### src/rtl/ex_mem_reg_pkg.sv
// Shared MIPS pipeline encodings: writeback selects, forward-select codes, NOP word.
// Also holds the saturating Tnew decrement used at every stage boundary.
package mips_defs;

  localparam logic [1:0] WDSEL_ALU = 2'b00;
  localparam logic [1:0] WDSEL_MEM = 2'b01;
  localparam logic [1:0] WDSEL_PC8 = 2'b10;

  localparam logic [1:0] FWD_RF    = 2'b00;
  localparam logic [1:0] FWD_ALU_M = 2'b01;
  localparam logic [1:0] FWD_PC8_M = 2'b10;

  localparam logic [31:0] NOP_INSTR = 32'h0;

  // Result readiness counts down one per stage and parks at zero.
  function automatic logic [1:0] tnew_dec(input logic [1:0] t);
    return (t == 2'd0) ? 2'd0 : t - 2'd1;
  endfunction

endpackage

### src/rtl/ex_mem_reg_if.sv
// E-stage inputs and M-stage outputs of the E/M pipeline register.
// The slave side is the register itself; the master side drives E and observes M.
interface ex_mem_reg_if #(parameter int WIDTH = 32);

  logic [WIDTH-1:0] Instr_E;
  logic [WIDTH-1:0] pc_E;
  logic [WIDTH-1:0] ALU_O_E;
  logic [WIDTH-1:0] WD_E;
  logic [4:0]       A3_E;
  logic             RegWrite_E;
  logic             MemWrite_E;
  logic [1:0]       WDSel_E;
  logic [1:0]       Tnew_E;

  logic [WIDTH-1:0] Instr_M;
  logic [WIDTH-1:0] pc8_M;
  logic [WIDTH-1:0] ALU_O_M;
  logic [WIDTH-1:0] WD_M;
  logic [4:0]       A3_M;
  logic             RegWrite_M;
  logic             MemWrite_M;
  logic [1:0]       WDSel_M;
  logic [1:0]       Tnew_M;
  logic [1:0]       FwdSel_M;
  logic             valid_M;

  modport slave (
    input  Instr_E, pc_E, ALU_O_E, WD_E, A3_E, RegWrite_E, MemWrite_E, WDSel_E, Tnew_E,
    output Instr_M, pc8_M, ALU_O_M, WD_M, A3_M, RegWrite_M, MemWrite_M, WDSel_M, Tnew_M,
           FwdSel_M, valid_M
  );

  modport master (
    output Instr_E, pc_E, ALU_O_E, WD_E, A3_E, RegWrite_E, MemWrite_E, WDSel_E, Tnew_E,
    input  Instr_M, pc8_M, ALU_O_M, WD_M, A3_M, RegWrite_M, MemWrite_M, WDSel_M, Tnew_M,
           FwdSel_M, valid_M
  );

endinterface

### src/rtl/ex_mem_reg_pipe_reg_en_clr.sv
// Generic pipeline register: async active-low reset, enable, synchronous clear.
// Enable dominates clear, so a held stage ignores a concurrent flush.
module pipe_reg_en_clr #(
  parameter int WIDTH = 32
) (
  input  logic             clk,
  input  logic             reset,
  input  logic             en,
  input  logic             clr,
  input  logic [WIDTH-1:0] d,
  output logic [WIDTH-1:0] q
);

  always_ff @(posedge clk or negedge reset) begin
    if (!reset) begin
      q <= '0;
    end else if (en) begin
      q <= clr ? '0 : d;
    end
  end

endmodule

### src/rtl/ex_mem_reg.sv
// E/M pipeline register: captures Execute results for Memory, and derives the
// M-stage forwarding source plus a saturating count of bubbles loaded.
module ex_mem_reg
  import mips_defs::*;
#(
  parameter int WIDTH = 32,
  parameter int CNT_W = 16
) (
  input  logic             clk,
  input  logic             reset,
  input  logic             stall_M,
  input  logic             flush_E,
  ex_mem_reg_if.slave      bus,
  output logic [CNT_W-1:0] bubble_cnt
);

  localparam int DATA_W = 4 * WIDTH;
  localparam int CTRL_W = 12;

  logic              en;
  logic              reg_write_d;
  logic [DATA_W-1:0] data_d;
  logic [DATA_W-1:0] data_q;
  logic [CTRL_W-1:0] ctrl_d;
  logic [CTRL_W-1:0] ctrl_q;
  logic [1:0]        fwd_sel;

  assign en          = !stall_M;
  // Writes to $0 are dropped here so downstream forwarding never sees them.
  assign reg_write_d = bus.RegWrite_E && (bus.A3_E != 5'd0);

  assign data_d = {bus.Instr_E, bus.pc_E + WIDTH'(8), bus.ALU_O_E, bus.WD_E};
  assign ctrl_d = {bus.A3_E, reg_write_d, bus.MemWrite_E, bus.WDSel_E,
                   tnew_dec(bus.Tnew_E), 1'b1};

  pipe_reg_en_clr #(.WIDTH(DATA_W)) u_data (
    .clk   (clk),
    .reset (reset),
    .en    (en),
    .clr   (flush_E),
    .d     (data_d),
    .q     (data_q)
  );

  pipe_reg_en_clr #(.WIDTH(CTRL_W)) u_ctrl (
    .clk   (clk),
    .reset (reset),
    .en    (en),
    .clr   (flush_E),
    .d     (ctrl_d),
    .q     (ctrl_q)
  );

  assign {bus.Instr_M, bus.pc8_M, bus.ALU_O_M, bus.WD_M} = data_q;
  assign {bus.A3_M, bus.RegWrite_M, bus.MemWrite_M, bus.WDSel_M,
          bus.Tnew_M, bus.valid_M} = ctrl_q;

  // Load data is not ready until W, so only ALU and link results forward from M.
  always_comb begin
    fwd_sel = FWD_RF;
    if (bus.RegWrite_M) begin
      case (bus.WDSel_M)
        WDSEL_ALU: fwd_sel = FWD_ALU_M;
        WDSEL_PC8: fwd_sel = FWD_PC8_M;
        WDSEL_MEM: fwd_sel = FWD_RF;
        default:   fwd_sel = FWD_RF;
      endcase
    end
  end

  assign bus.FwdSel_M = fwd_sel;

  always_ff @(posedge clk or negedge reset) begin
    if (!reset) begin
      bubble_cnt <= '0;
    end else if (!stall_M && flush_E && (bubble_cnt != {CNT_W{1'b1}})) begin
      bubble_cnt <= bubble_cnt + CNT_W'(1);
    end
  end

endmodule

### src/flat_wrapper.sv
// flat-port wrapper written by rule: the top's interface ports become plain ports
module ex_mem_reg_flat import mips_defs::*;
#(
  parameter int WIDTH = 32,
  parameter int CNT_W = 16
)
  (clk, reset, stall_M, flush_E, bubble_cnt, bus_Instr_E, bus_pc_E, bus_ALU_O_E, bus_WD_E, bus_A3_E, bus_RegWrite_E, bus_MemWrite_E, bus_WDSel_E, bus_Tnew_E, bus_Instr_M, bus_pc8_M, bus_ALU_O_M, bus_WD_M, bus_A3_M, bus_RegWrite_M, bus_MemWrite_M, bus_WDSel_M, bus_Tnew_M, bus_FwdSel_M, bus_valid_M);
  ex_mem_reg_if #(.WIDTH(WIDTH)) bus_i ();
  input  logic clk;
  input  logic reset;
  input  logic stall_M;
  input  logic flush_E;
  output logic [CNT_W-1:0] bubble_cnt;
  input wire logic [$bits(bus_i.Instr_E)-1:0] bus_Instr_E;
  input wire logic [$bits(bus_i.pc_E)-1:0] bus_pc_E;
  input wire logic [$bits(bus_i.ALU_O_E)-1:0] bus_ALU_O_E;
  input wire logic [$bits(bus_i.WD_E)-1:0] bus_WD_E;
  input wire logic [$bits(bus_i.A3_E)-1:0] bus_A3_E;
  input wire logic [$bits(bus_i.RegWrite_E)-1:0] bus_RegWrite_E;
  input wire logic [$bits(bus_i.MemWrite_E)-1:0] bus_MemWrite_E;
  input wire logic [$bits(bus_i.WDSel_E)-1:0] bus_WDSel_E;
  input wire logic [$bits(bus_i.Tnew_E)-1:0] bus_Tnew_E;
  output wire logic [$bits(bus_i.Instr_M)-1:0] bus_Instr_M;
  output wire logic [$bits(bus_i.pc8_M)-1:0] bus_pc8_M;
  output wire logic [$bits(bus_i.ALU_O_M)-1:0] bus_ALU_O_M;
  output wire logic [$bits(bus_i.WD_M)-1:0] bus_WD_M;
  output wire logic [$bits(bus_i.A3_M)-1:0] bus_A3_M;
  output wire logic [$bits(bus_i.RegWrite_M)-1:0] bus_RegWrite_M;
  output wire logic [$bits(bus_i.MemWrite_M)-1:0] bus_MemWrite_M;
  output wire logic [$bits(bus_i.WDSel_M)-1:0] bus_WDSel_M;
  output wire logic [$bits(bus_i.Tnew_M)-1:0] bus_Tnew_M;
  output wire logic [$bits(bus_i.FwdSel_M)-1:0] bus_FwdSel_M;
  output wire logic [$bits(bus_i.valid_M)-1:0] bus_valid_M;
  assign bus_i.Instr_E = bus_Instr_E;
  assign bus_i.pc_E = bus_pc_E;
  assign bus_i.ALU_O_E = bus_ALU_O_E;
  assign bus_i.WD_E = bus_WD_E;
  assign bus_i.A3_E = bus_A3_E;
  assign bus_i.RegWrite_E = bus_RegWrite_E;
  assign bus_i.MemWrite_E = bus_MemWrite_E;
  assign bus_i.WDSel_E = bus_WDSel_E;
  assign bus_i.Tnew_E = bus_Tnew_E;
  assign bus_Instr_M = bus_i.Instr_M;
  assign bus_pc8_M = bus_i.pc8_M;
  assign bus_ALU_O_M = bus_i.ALU_O_M;
  assign bus_WD_M = bus_i.WD_M;
  assign bus_A3_M = bus_i.A3_M;
  assign bus_RegWrite_M = bus_i.RegWrite_M;
  assign bus_MemWrite_M = bus_i.MemWrite_M;
  assign bus_WDSel_M = bus_i.WDSel_M;
  assign bus_Tnew_M = bus_i.Tnew_M;
  assign bus_FwdSel_M = bus_i.FwdSel_M;
  assign bus_valid_M = bus_i.valid_M;
  ex_mem_reg #(.WIDTH(WIDTH), .CNT_W(CNT_W)) u_core (.clk(clk), .reset(reset), .stall_M(stall_M), .flush_E(flush_E), .bus(bus_i), .bubble_cnt(bubble_cnt));
endmodule
### config.mk
export PLATFORM = sky130hd
export DESIGN_NAME = ex_mem_reg_flat
export DESIGN_NICKNAME = d
export VERILOG_FILES = /design/src/rtl/ex_mem_reg_pkg.sv /design/src/rtl/ex_mem_reg_if.sv /design/src/rtl/ex_mem_reg_pipe_reg_en_clr.sv /design/src/rtl/ex_mem_reg.sv /design/src/flat_wrapper.sv
export SDC_FILE = /design/constraint.sdc
export NUM_CORES = 1
export LEC_CHECK = 0
export ABC_CLOCK_PERIOD_IN_PS = 3080
export CAP_MARGIN = 5
export CORE_MARGIN = 8
export CORE_UTILIZATION = 47
export DETAILED_ROUTE_END_ITERATION = 10
export PLACE_DENSITY = 0.82
export SYNTH_ARGS = -nofsm -noshare
export SYNTH_HDL_FRONTEND = slang
export SYNTH_HIERARCHICAL = 1
export SYNTH_SLANG_ARGS = --single-unit
### constraint.sdc
create_clock -name clk -period 3.08 [get_ports clk]
set_clock_uncertainty 0.15 [all_clocks]
set_input_delay 0.462 -clock clk [delete_from_list [all_inputs] [get_ports clk]]
set_output_delay 0.462 -clock clk [all_outputs]
set_load 0.01 [all_outputs]
# Word level (Yosys, flattened, before mapping)
# Index checks and enable logic that the tools add are counted.
op_classes:
  n_addsub: 3
  n_eq_ne: 2
  n_mux: 5
  reduce_logical: 7
ops:
  columns: ["op", "n"]
  rows:
  - ["two-way mux 128 bit", 1]
  - ["adder 32 x 4 -> 32 bit, second input constant", 1]
  - ["adder 16 x 1 -> 16 bit, second input constant", 1]
  - ["inequality test 16 bit, second input constant", 1]
  - ["two-way mux 12 bit", 1]
  - ["nonzero test 5 bit", 1]
  - ["zero test 2 bit", 2]
  - ["two-way mux 2 bit", 2]
  - ["case mux 2 bit (2 select lines)", 1]
  - ["logical AND 1 bit", 3]
  - ["== test 2 bit, second input constant", 1]
  - ["subtractor 2 x 1 -> 2 bit, second input constant", 1]
  - ["zero test 1 bit", 1]
word_totals:
  reg_bits: 156
  inputBits: 143
  output_inout_bits: 158
  elab_cells: 20

# Longest topological paths before layout
logic_depth:
  depth_word: 3
  depth_mapped: 7
  mapped_depth_nobuf: 7

# Cells and area by module
# Netlist, hierarchy kept.
modules_own_cells:
  columns: ["module", "n_inst", "cells_each", "area_per_inst_um2", "seq_area_each_um2"]
  rows:
  - ["pipe_reg_en_clr (u_core.u_data)", 1, 554, 5554.1, 3203.1]
  - ["ex_mem_reg", 1, 167, 1510.2, 400.4]
  - ["pipe_reg_en_clr (u_core.u_ctrl)", 1, 51, 516.7, 300.3]

# Least setup slack after synthesis
# No wires, ideal clock.
synth_timing:
  path_type: "input -> register"
  start: "input bus_pc_E[3]"
  end: "register u_core.u_data.q[95]"
  setup_ps: 76
  arrival_time_ps: 1642
  required_ps: 2854
  path_slack_ps: 1212
  stages: 7
  n_path_buf: 0
  cell_sequence: "ha_1 -> and4_1 -> nand4_4 -> nor4_2 -> xor2_1 -> nand3b_1 -> o21ai_1"
synth_between:
  elab_chain_len: 2
synth_lines:
  columns: ["element", "line_no", "text"]
  rows:
  - ["start: declaration", "flat_wrapper.sv:15", "input wire logic [$bits(bus_i.pc_E)-1:0] bus_pc_E;"]
  - ["adder 32 x 4 -> 32 bit", "ex_mem_reg.sv:32", "assign data_d = {bus.Instr_E, bus.pc_E + WIDTH'(8), bus.ALU_O_E, bus.WD_E};"]
  - ["net u_core.data_d[95]", "ex_mem_reg.sv:22", "logic [DATA_W-1:0] data_d;"]
  - ["two-way mux 128 bit", "ex_mem_reg_pipe_reg_en_clr.sv:18", "q <= clr ? '0 : d;"]
  - ["end signal: assignment", "ex_mem_reg_pipe_reg_en_clr.sv:18", null]
  - ["end: declaration", "ex_mem_reg_pipe_reg_en_clr.sv:11", "output logic [WIDTH-1:0] q"]
# The timed path passes the listed nets, and every way through them passes these cells.
# A chain may end at the register's enable or synchronous reset.

# Final worst setup path
# Same ends and word-level chain as after synthesis.

==> summary.md <==
| Metric | Value |
|---|---|
| Status | `complete, no violations` |
| R2R depth | `4` |
| CP delay by family, top | `simple AND/OR/NAND/NOR gates` |
| Max Fclk | `0.445 GHz` |
| Yosys reg bits | `156` |
| Clock transition at path regs | `0.06 ns` |
| Net Sw Power | `1.47 mW` |
| Synth area leaders | `dfrtp_1 51%, nand3b_1 14%, inv_1 7.2%, o21ai_0 6.8%, o21ai_1 2.5%` |
| Tcrit/Tclk final | `approximately 73%` |
| CP max-delay cell | `clkdlybuf4s50_1` |
| Buffers added on ports | `300` |
| Final nets | `roughly 1,200` |
| Startpoint types | `primary input` |
| Ant diodes | `0` |
| WP buf/inv | `1` |
| WP depth | `8` |
| # DRC | `0` |
| Total CTS buffers | `17` |
| Clock Path Buffers | `2` |
| Post-CTS Setup Bufs | `0` |
| Cell chain of the critical path | `clkdlybuf4s50_1 > ha_1 > and4_1 > nand4_4 > nor4_2 > xor2_1 > nand3b_1 > o21ai_1` |
| Row count | `46` |
| Skew-Pair Late Insertion Delay | `0.42 ns` |
| Syn. warnings | `6` |
| Largest stage delay, worst path | `0.60 ns` |
| Total track usage | `a little over a fifth` |
| RSZ-0062 raised after global routing | `no` |
| Sequential area share after synthesis | `51.5%` |
| Setup violators final | `0` |
| Initial core utilization | `47.9%` |
| Flop pwr share | `41.6%` |
| Share of cells above drive strength 1 | `5.62%` |
| Vias | `6,390` |
| H-tree depth | `4` |
| GRT overflow | `0` |
| Hold depth | `2` |
| Largest net degree at the start of global routing | `97` |
| Slew Viols, Final | `0` |
| Vias in the first global route | `6,531` |
| Avg Cell Area, Syn | `9.82 um2` |
| Setup TNS | `0 ns` |
| Root buffer cell | `clkbuf_16` |
| CP Class | `in -> reg` |
| Antenna Nets Post-Route | `0` |
| CTS tree | `done` |
| Pwr dens | `505 nW/um2` |
| RD Place Congestion | `0.803` |
| Final Hold Viols | `0` |
| Worst IR Drop VDD | `484 uV` |
| Dpl cell area | `10,700 um2` |
| Critical Path Fanout Max | `8` |
| CORE AREA | `15,800 um2` |
| Power, Total | `5.70 mW` |
| Detailed placement HPWL | `16,300 um` |
| Hold Crit Class | `reg -> reg` |
| Setup Slack @ Placement | `between 0.4 and 0.5 ns` |
| Worst relative slew slack | `between 50 and 60%` |
| Number of fillers in the final layout | `1,199` |
| Boundary Pins | `301` |
| Largest area contributor in the netlist | `dfrtp_1` |
| Gate power share | `19.9%` |
| Setup ws final | `0.832 ns` |
| Mapped Area | `7580 um2` |
| Max Cap Violations | `0` |
| Worst path required time | `3.28 ns` |
| WP data arrival | `2.45 ns` |
| Die Wd | `143 um` |
| Vias per inst | `4.98` |
| DR iter-0 viols | `362` |
| Global-route wire length before repair | `roughly 35,000 um` |
| Detailed Route WL | `22,500 um` |
| Initial antenna violation count | `0` |
| Cells after Synth | `772` |
| Leak pwr | `4.69 nW` |
| CP Capture Type | `register` |
| Post-layout min period | `2.25 ns` |
| Clk network pwr share | `38.5%` |
| Area Growth Syn to Fin | `48.9%` |
| Post-route cell area | `11,300 um2` |
| Slew @ Worst Pin | `between 0.6 and 0.7 ns` |
| DIE AREA | `20,500 um2` |
| P_int | `4.23 mW` |
| Switch share | `25.7%` |
| Routed len/inst | `17.5 um` |
| Die Y-Extent | `143 um` |
| Syn_nets | `917` |
| 1st-pass router iterations | `5` |
| Clk sinks | `156` |
| Area fraction of the dominant cell type after synthesis | `between 50% and 60%` |
| Yosys cell types | `42` |
## repair_timing
action	in CTS	in global routing
hold buffers	1	0
gates resized for setup	0	0
endpoints found under the hold margin	65	0
## final timing paths
kind,start,end,slack (ns)
setup reg to reg,u_core/bubble_cnt[0],u_core/bubble_cnt[1],1.20
max in group asynchronous,reset,u_core/u_data/q[56],1.49
min in group asynchronous,reset,u_core/bubble_cnt[14],0.47
hold reg to reg,u_core/u_data/q[18],u_core/u_data/q[18],0.36
hold / removal,u_core/u_data/q[18],u_core/u_data/q[18],0.36
setup / recovery,bus_pc_E[3],u_core/u_data/q[95],0.83
## layer usage
metal,wire length [um],track usage (%)
met2,10800,36.1
met5,0,0
met3,2230,7.61
met1,8800,25.7
met4,634,8.61
## registers in the layout, indices dropped and copies added, names as in the netlist
signal,cells
u_core/u_data/q,128
u_core/bubble_cnt,16
u_core/u_ctrl/q,12
## worst min-delay path, stage by stage (launching register included)
cell and delay [ns]:
dfrtp_1 0.37, inv_1 0.05, o21ai_1 0.05
## synth_stat cells (all sizes together)
| library cell | number |
|---|---|
| or3 | 1 |
| nand3b | 140 |
| or4 | 1 |
| clkbuf | 5 |
| a21oi | 4 |
| and3 | 5 |
| nor4 | 7 |
| conb | 1 |
| nor3b | 1 |
| nor3 | 11 |
| and3b | 1 |
| xnor2 | 16 |
| inv | 146 |
| nand2 | 16 |
| xor2 | 20 |
| nand4 | 15 |
| and4 | 8 |
| a41oi | 2 |
| o21ai | 141 |
| nand3 | 12 |
| buf | 42 |
| dfrtp | 156 |
| ha | 2 |
| o21a | 1 |
| and2 | 2 |
| a31oi | 2 |
| mux2i | 1 |
| mux2 | 3 |
| nand2b | 2 |
| nor2 | 6 |
| nor2b | 2 |
## cells by family (layout without fill, tap and decap cells)
logic type	after synthesis	in the layout	synth area share [%]
adder cells (fa/ha/maj)	2	2	0.330
multiplexers	4	4	0.578
AO/OA/AOI/OAI	150	150	10.2
AND/OR/NAND/NOR	230	230	22.0
flip-flops	156	156	51.5
buffers and inverters	193	488	11.3
XOR/XNOR	36	36	4.16
other	1	1	0.0495
## power groups by stage
| stage | combinational (mW) | sequential (mW) | clock, mW |
|---|---|---|---|
| after floorplan | 0.328 | 2.48 | 0 |
| after global placement | 1.12 | 2.40 | 0 |
| after detailed placement | 1.14 | 2.40 | 0 |
| after CTS | 1.14 | 2.37 | 2.24 |
| after global routing | 1.23 | 2.40 | 2.33 |
| final | 1.13 | 2.37 | 2.20 |
## placed cells by master (no fill, tap or decap), drive strengths merged, types with 11 or more instances in the layout
master,n
nand2,16
xnor2,16
inv,147
nand4,15
o21ai,141
nand3,12
nand3b,140
clkbuf,23
clkdlybuf4s50,298
nor3,11
xor2,20
buf,11
dfrtp,156
## stage by stage
step	hold WS (ns)	utilization [%]	instances
5_1_grt	0.371	71.3	1283
6_report	0.361	71.3	1283
3_5_place_dp	0.351	67.3	1250
4_1_cts	0.342	71.3	1283
3_3_place_gp	0.347	67.3	1250
2_1_floorplan	0.0164	-	772
## cell type report
class                           count  area (um2)  share of cell area [%]
Inverter                          146         553                    4.90
Sequential cell                   156        3900                    34.6
Clock inverter                      9         134                    1.19
Clock buffer                       23         488                    4.32
Multi-Input combinational cell    423        2820                    25.0
Tap cell                          216         270                    2.39
Timing Repair Buffer              310        3110                    27.6
Power figures use the tool's default switching activity.
